--- src/rtl/game_screen_loader.sv ---
// Streams a full-screen image from image RAM to a VGA pixel adapter, one pixel per
// accepted handshake, re-drawing whenever the game mode changes or a redraw is requested.
module game_screen_loader #(
  parameter int unsigned H_RES = 640,
  parameter int unsigned V_RES = 480
) (
  input  logic        clk,
  input  logic        reset,
  input  logic        init,
  input  logic        menu,
  input  logic        battle,
  input  logic        casual,
  input  logic        restart,
  input  logic        redraw,
  output logic [18:0] ram_address,
  input  logic [2:0]  ram_data,
  output logic [1:0]  screen_sel,
  output logic [9:0]  vga_x,
  output logic [8:0]  vga_y,
  output logic [2:0]  vga_colour,
  output logic        vga_plot,
  input  logic        vga_ready,
  output logic        busy,
  output logic        done
);

  localparam int unsigned ADDR_W = 19;
  localparam int unsigned X_W    = 10;
  localparam int unsigned Y_W    = 9;
  localparam int unsigned C_W    = 3;
  localparam int unsigned SEL_W  = 2;

  localparam logic [X_W-1:0] X_LAST = X_W'(H_RES - 1);
  localparam logic [Y_W-1:0] Y_LAST = Y_W'(V_RES - 1);

  localparam logic [SEL_W-1:0] SCR_START   = 2'd0;
  localparam logic [SEL_W-1:0] SCR_MENU    = 2'd1;
  localparam logic [SEL_W-1:0] SCR_GAME    = 2'd2;
  localparam logic [SEL_W-1:0] SCR_RESTART = 2'd3;

  typedef enum logic [1:0] {
    S_IDLE   = 2'd0,
    S_DRAW   = 2'd1,
    S_FINISH = 2'd2
  } state_t;

  state_t            state_q, state_d;
  logic [SEL_W-1:0]  sel_q, sel_d;
  logic              pending_q, pending_d;
  logic [X_W-1:0]    x_q, x_d;
  logic [Y_W-1:0]    y_q, y_d;
  logic [ADDR_W-1:0] addr_q, addr_d;
  logic              issue_vld_q, issue_vld_d;
  logic [X_W-1:0]    out_x_q, out_x_d;
  logic [Y_W-1:0]    out_y_q, out_y_d;
  logic              plot_q, plot_d;
  logic              fresh_q, fresh_d;
  logic [C_W-1:0]    col_hold_q, col_hold_d;
  logic              busy_q, busy_d;
  logic              done_q, done_d;

  logic [SEL_W-1:0]  req_mode_c;
  logic              mode_chg_c;
  logic              advance_c;
  logic              last_issue_c;
  logic              last_accept_c;

  // Priority decode of the game FSM flags into a screen image
  always_comb begin
    req_mode_c = SCR_START;
    if (init)                 req_mode_c = SCR_START;
    else if (menu)            req_mode_c = SCR_MENU;
    else if (battle || casual) req_mode_c = SCR_GAME;
    else if (restart)         req_mode_c = SCR_RESTART;
  end

  // Pipeline handshake: issue stage moves only when the output stage frees up
  always_comb begin
    mode_chg_c    = (req_mode_c != sel_q);
    advance_c     = issue_vld_q && (!plot_q || vga_ready);
    last_issue_c  = (x_q == X_LAST) && (y_q == Y_LAST);
    last_accept_c = plot_q && vga_ready && (out_x_q == X_LAST) && (out_y_q == Y_LAST);
  end

  always_comb begin
    state_d     = state_q;
    sel_d       = sel_q;
    pending_d   = pending_q;
    x_d         = x_q;
    y_d         = y_q;
    addr_d      = addr_q;
    issue_vld_d = issue_vld_q;
    out_x_d     = out_x_q;
    out_y_d     = out_y_q;
    plot_d      = plot_q;
    fresh_d     = 1'b0;
    busy_d      = busy_q;
    done_d      = 1'b0;
    // RAM data is only valid the cycle after the pixel lands in the output stage
    col_hold_d  = fresh_q ? ram_data : col_hold_q;

    unique case (state_q)
      S_IDLE: begin
        if (redraw || pending_q || mode_chg_c) begin
          state_d     = S_DRAW;
          sel_d       = req_mode_c;
          x_d         = '0;
          y_d         = '0;
          addr_d      = '0;
          issue_vld_d = 1'b1;
          pending_d   = 1'b0;
          busy_d      = 1'b1;
        end
      end

      S_DRAW: begin
        if (mode_chg_c) begin
          // Abort: drop the in-flight pixel and restart the new image from the origin
          sel_d       = req_mode_c;
          x_d         = '0;
          y_d         = '0;
          addr_d      = '0;
          issue_vld_d = 1'b1;
          plot_d      = 1'b0;
          pending_d   = 1'b0;
        end else begin
          if (redraw) pending_d = 1'b1;
          if (plot_q && vga_ready) plot_d = 1'b0;
          if (advance_c) begin
            out_x_d = x_q;
            out_y_d = y_q;
            plot_d  = 1'b1;
            fresh_d = 1'b1;
            if (last_issue_c) begin
              issue_vld_d = 1'b0;
            end else begin
              addr_d = addr_q + ADDR_W'(1);
              if (x_q == X_LAST) begin
                x_d = '0;
                y_d = y_q + Y_W'(1);
              end else begin
                x_d = x_q + X_W'(1);
              end
            end
          end
          if (last_accept_c) begin
            state_d     = S_FINISH;
            plot_d      = 1'b0;
            issue_vld_d = 1'b0;
            addr_d      = '0;
            busy_d      = 1'b0;
            done_d      = 1'b1;
          end
        end
      end

      S_FINISH: begin
        if (redraw) pending_d = 1'b1;
        state_d = S_IDLE;
      end

      default: begin
        state_d     = S_IDLE;
        plot_d      = 1'b0;
        issue_vld_d = 1'b0;
        addr_d      = '0;
        busy_d      = 1'b0;
      end
    endcase
  end

  always_ff @(posedge clk or posedge reset) begin
    if (reset) begin
      state_q     <= S_IDLE;
      sel_q       <= SCR_START;
      pending_q   <= 1'b1;
      x_q         <= '0;
      y_q         <= '0;
      addr_q      <= '0;
      issue_vld_q <= 1'b0;
      out_x_q     <= '0;
      out_y_q     <= '0;
      plot_q      <= 1'b0;
      fresh_q     <= 1'b0;
      col_hold_q  <= '0;
      busy_q      <= 1'b0;
      done_q      <= 1'b0;
    end else begin
      state_q     <= state_d;
      sel_q       <= sel_d;
      pending_q   <= pending_d;
      x_q         <= x_d;
      y_q         <= y_d;
      addr_q      <= addr_d;
      issue_vld_q <= issue_vld_d;
      out_x_q     <= out_x_d;
      out_y_q     <= out_y_d;
      plot_q      <= plot_d;
      fresh_q     <= fresh_d;
      col_hold_q  <= col_hold_d;
      busy_q      <= busy_d;
      done_q      <= done_d;
    end
  end

  assign ram_address = addr_q;
  assign screen_sel  = sel_q;
  assign vga_x       = out_x_q;
  assign vga_y       = out_y_q;
  assign vga_plot    = plot_q;
  assign busy        = busy_q;
  assign done        = done_q;
  assign vga_colour  = fresh_q ? ram_data : col_hold_q;

endmodule
--- config.mk ---
export PLATFORM = sky130hd
export DESIGN_NAME = game_screen_loader
export DESIGN_NICKNAME = d
export VERILOG_FILES = /design/src/rtl/game_screen_loader.sv
export SDC_FILE = /design/constraint.sdc
export NUM_CORES = 1
export LEC_CHECK = 0
export ABC_AREA = 1
export CORE_ASPECT_RATIO = 0.8
export CORE_MARGIN = 2
export CORE_UTILIZATION = 52
export CTS_BUF_LIST = sky130_fd_sc_hd__clkbuf_4 sky130_fd_sc_hd__clkbuf_8
export DETAILED_ROUTE_END_ITERATION = 10
export PLACE_DENSITY_LB_ADDON = 0.15
export RECOVER_POWER = 50
export SKIP_CTS_REPAIR_TIMING = 1
export SLEW_MARGIN = 20
export SYNTH_ARGS = -nofsm -noshare
export SYNTH_HDL_FRONTEND = slang
export SYNTH_SLANG_ARGS = --single-unit
--- constraint.sdc ---
create_clock -name clk -period 2.35 [get_ports clk]
set_clock_uncertainty 0.1 [all_clocks]
set_input_delay 0.5875 -clock clk [delete_from_list [all_inputs] [get_ports clk]]
set_output_delay 0.5875 -clock clk [all_outputs]
set_load 0.02 [all_outputs]
# Word-level counts from Yosys, hierarchy flattened
# Cells that the tools add are included.
# word_totals
ff_bits	70
output_inout_bits	46
# op_classes
muxes	54
bitwise_logic	3
eq_ne	18
addsub	3
n_reduce_logical	24
# op_table
cell	count
$mux 19	5
$pmux 19 s3	1
$mux 10	5
$mux 9	5
$eq 10x10->1 const B	2
$mux 1	20
$pmux 10 s2	1
$add 19x1->19 const B	1
$eq 9x9->1 const B	2
$mux 2	9
$pmux 9 s2	1
$reduce_and 4->1	4
$ne 4x4->1 const B	3
$add 10x1->10 const B	1
$add 9x1->9 const B	1
$ne 3x3->1 const B	3
$pmux 1 s3	3
$reduce_and 3->1	3
$ne 2x2->1 const B	4
$pmux 2 s2	2
$logic_and 1x1->1	5
$ne 5x5->1 const B	1
$reduce_and 5->1	1
$logic_or 1x1->1	4
other kinds (12)	15

# Depth between registers and ports, before layout
# depth
depth_word	8
mapped_depth	13
mapped_depth_nobuf	12

# Least setup slack after synthesis
# Ideal clock, no wire load.
# synth_timing
kind	register to register
from	register addr_q[0], in the netlist ram_address[0]
to	register addr_q[16], in the netlist ram_address[16]
period_less_slack_ps	1931
path_buffers	0
path_stages_with_launch	10
setup_slack_ps	419
arrival_ps	1713
setup_time_ps	118
cell_sequence	dfrtp_1 > ha_1 > nand3_1 > nor2_1 > nand3_1 > nor2_1 > xnor2_1 > nor2_1 > nand3_1 > nand2_1
# synth_between
elab_chain_len	6
# synth_rtl
element	line	text
from (decl)	52	logic [ADDR_W-1:0] addr_q, addr_d;
from (signal assigned)	194	addr_q <= addr_d;
$add 19x1->19	137	addr_d = addr_q + ADDR_W'(1);
$mux 19	134	if (last_issue_c) begin
$mux 19	129	if (advance_c) begin
$mux 19	146	if (last_accept_c) begin
$mux 19	117	if (mode_chg_c) begin
$pmux 19 s3	102	unique case (state_q)
# No other way between the ends. The select of a mux whose other input is x is not followed.
# A chain may end at the register's enable or synchronous reset.

# Final worst setup path
# layout_timing
from	input ram_data[0]
to	output vga_colour[0]
# layout_between
elab_chain_len	1
# layout_rtl
element	line	text
from (decl)	16	input logic [2:0] ram_data,
$mux 3	213	assign vga_colour = fresh_q ? ram_data : col_hold_q;
to (decl)	20	output logic [2:0] vga_colour,
# No other way between the ends.

==> results <==
[worst paths after layout]
path / from / endpoint / slack (ps)
setup / recovery: ram_data[0] / vga_colour[0] / 60
hold / removal: issue_vld_q$_DFFE_PP0P_ / issue_vld_q$_DFFE_PP0P_ / 380
setup reg to reg: y_q[0]$_DFFE_PP0P_ / x_q[3]$_DFFE_PP0P_ / 290
hold reg to reg: issue_vld_q$_DFFE_PP0P_ / issue_vld_q$_DFFE_PP0P_ / 380
max in group asynchronous: reset / vga_y[0]$_DFFE_PP0P_ / 430
min in group asynchronous: reset / col_hold_q[2]$_DFF_PP0_ / 740
[routing by layer]
metal	vias to the layer above	wire length [µm]	GRT usage	share of wire
met1	1949	5329	0.3731	0.48
li1	2114	-	-	-
met3	5	823	0.05395	0.074
met2	127	4825	0.3937	0.44
met4	0	78	0.06375	0.0071
met5	-	0	0	0
[worst reg2reg max path: stages (launching register included)]
cell      delay (ps)
dfrtp_1          410
ha_1             220
nand3_1          120
nor2_1           230
nand2_1          120
nor2_1           110
nor2_1            70
nor2_2           150
nor2_2            90
buf_4            170
nand3b_1          90
nand2_1           60
[registers in the layout (all words and copies together), names as in the netlist]
name / cells
busy: 1
col_hold_q: 3
done: 1
fresh_q: 1
issue_vld_q: 1
pending_q: 1
ram_address: 19
screen_sel: 2
state_q: 2
vga_plot: 1
vga_x: 10
vga_y: 9
x_q: 10
y_q: 9
[cell families (layout without fill, tap and decap cells)]
group,Yosys count,in the layout,synth area share
AND/OR/NAND/NOR,418,418,0.4280
AO/OA/AOI/OAI,31,31,0.03766
adder cells (fa/ha/maj),6,6,0.01712
flip-flops,70,70,0.3997
buffers and inverters,74,161,0.07589
XOR/XNOR,17,17,0.03395
multiplexers,3,3,0.007703
[cell type report]
class | instances | area (µm²)
Fill cell | 699 | 2556
Multi-Input combinational cell | 475 | 2311
Timing Repair Buffer | 88 | 852.1
Tap cell | 108 | 135.1
Sequential cell | 70 | 1753
Clock buffer | 11 | 151.4
Clock inverter | 5 | 81.33
Inverter | 57 | 215.2
[placed cells by master (no fill, tap or decap), types with 2 or more instances in the layout]
| master | Yosys | final |
|---|---|---|
| clkdlybuf4s50_1 | 0 | 36 |
| dfrtp_1 | 69 | 69 |
| clkbuf_8 | 0 | 11 |
| inv_1 | 52 | 51 |
| inv_2 | 5 | 5 |
| nor2_4 | 6 | 6 |
| nand4_1 | 9 | 9 |
| dlygate4sd3_1 | 0 | 18 |
| mux2_1 | 0 | 2 |
| clkbuf_2 | 0 | 4 |
| ha_1 | 6 | 6 |
| buf_4 | 6 | 22 |
| nor2_2 | 3 | 3 |
| bufinv_16 | 0 | 2 |
| nand2_1 | 214 | 213 |
| buf_12 | 0 | 3 |
| nand3_1 | 50 | 50 |
| nand3_4 | 2 | 2 |
| nor3_1 | 10 | 10 |
| dlymetal6s2s_1 | 0 | 3 |
| nand3b_1 | 3 | 3 |
| xor2_1 | 14 | 14 |
| o21ai_1 | 13 | 14 |
| nor2_1 | 97 | 97 |
| o21ai_0 | 12 | 11 |
| xnor2_1 | 3 | 3 |
| nand2_2 | 8 | 9 |
| nand3_2 | 13 | 13 |
| a21oi_1 | 2 | 2 |
[metrics by stage]
step	power, W	hold WS, ps	instance area (µm²)	util	instances
detailed placement	0.002935	367.8	5244	0.6510	796
global route	0.004337	409.5	5499	0.6827	814
finish	0.004102	380.3	5499	0.6827	814
floorplan	0.002366	341.5	4389	-	619
global placement	0.002891	359.8	5244	0.6510	796
CTS	0.004066	386.5	5477	0.6799	812
[power by group]
| group | internal [W] | switching [W] |
|---|---|---|
| Combinational | 0.000595 | 0.000879 |
| Clock | 0.000655 | 0.000465 |
| Sequential | 0.00136 | 0.000147 |
| Total | 0.00261 | 0.00149 |
==> out/metrics.cfg <==
[synthesis]
post-synth-top-count-cell = nand2_1
syn-num-nets = 637
synth-seq-area-share = 0.3997
syn_area_um2 = 4385
syn_inst = 619
ys.flop_type = dfrtp_1
synth-seq-cells = 70
synth.area.top_cells = dfrtp_1, nand2_1, nor2_1
ys_types = 34
synth_top_area_cell = dfrtp_1
synth_top_area_frac = 0.3937
synthTopCellsByCount = nand2_1, nor2_1, dfrtp_1, inv_1, nand3_1
async_flop_share = 1.000
syn_area_per_cell_um2 = 7.085
synth-edff-count = 0
yosys_warnings = 0

[min_path]
hold_path_depth = 2
hp-class = reg -> reg

[route]
vias_per_cell = 5.154
drt_iter0_drc = 310
remaining_drc_errors = 0
routed_wl_um = 11060
ant_nets = 0
wl_per_cell_um = 13.58
drt_first_pass_iters = 5
vias = 4195

[setup_path]
critPathKind = in -> out
worst_ep_required_time_ps = 1660
rr_worst_depth = 11
path_cells = dlygate4sd3_1, mux2_2, dlymetal6s2s_1
crit_path_max_incr_delay_ps = 530
slowest_stage = dlygate4sd3_1
cp_num_buf_inv = 2
cp_num_cells = 3
cp.arrival_ps = 1600
cp_top_family = buffers and inverters
cp_max_fo = 2
start_kind = input pin
end_kind = primary output

[clock_tree]
cts_tree = done
clk_latency_ps = 350
clock_path_buffers = 2
htreeDepth = 3
clk_pin_slew_ps = 70
cts-root-buf = clkbuf_8
cts_sinks = 70
cts_buffers = 9

[placed_design]
dp_hpwl_um = 8158
io_buffers = 57
place.gp.congestion = 0.9255
dp_slack_ps = -305.9

[cells_and_area]
nets = 719
areaGrowthSynthToFinish_pct = 25.39
antenna_cells = 0
final_layout_size_suffix_gt1_frac = 0.1289

[pwr]
ir_worst_vdd_mv = 0.5080
power_leakage_nw = 2.616
cellPowerDensity_nw_per_um2 = 746.0

[timing]
rsz0062_at_grt = no
worst_slew_pin_slew_ps = 940.1
clock.fmax_mhz = 437.3
maxSlewHeadroom = 0.3698
min_period_ps = 2287
tns_ps = 0
fin_crit_sh = 0.9730
report.final.hold_viol_count = 0
setup_viol = 0
post-route-worst-setup-slack_ps = 63.41
drv_slew = 0

[die]
row_count = 29
io_pins = 58
design.die.area_um2 = 9189
core_area_um2 = 8055
start_util = 0.5444
die_y_um = 86.14
die_w_um = 106.7

[grt]
grt_pass1_vias = 3931
grt_pass1_wl_um = 18710
grt_max_degree = 27
antenna_found_initial = 0
overflow = 0
grt.total_usage = 0.2566

[flow_run]
drv_cap = 0

[status]
status = finished clean

Power figures use the tool's default switching activity.
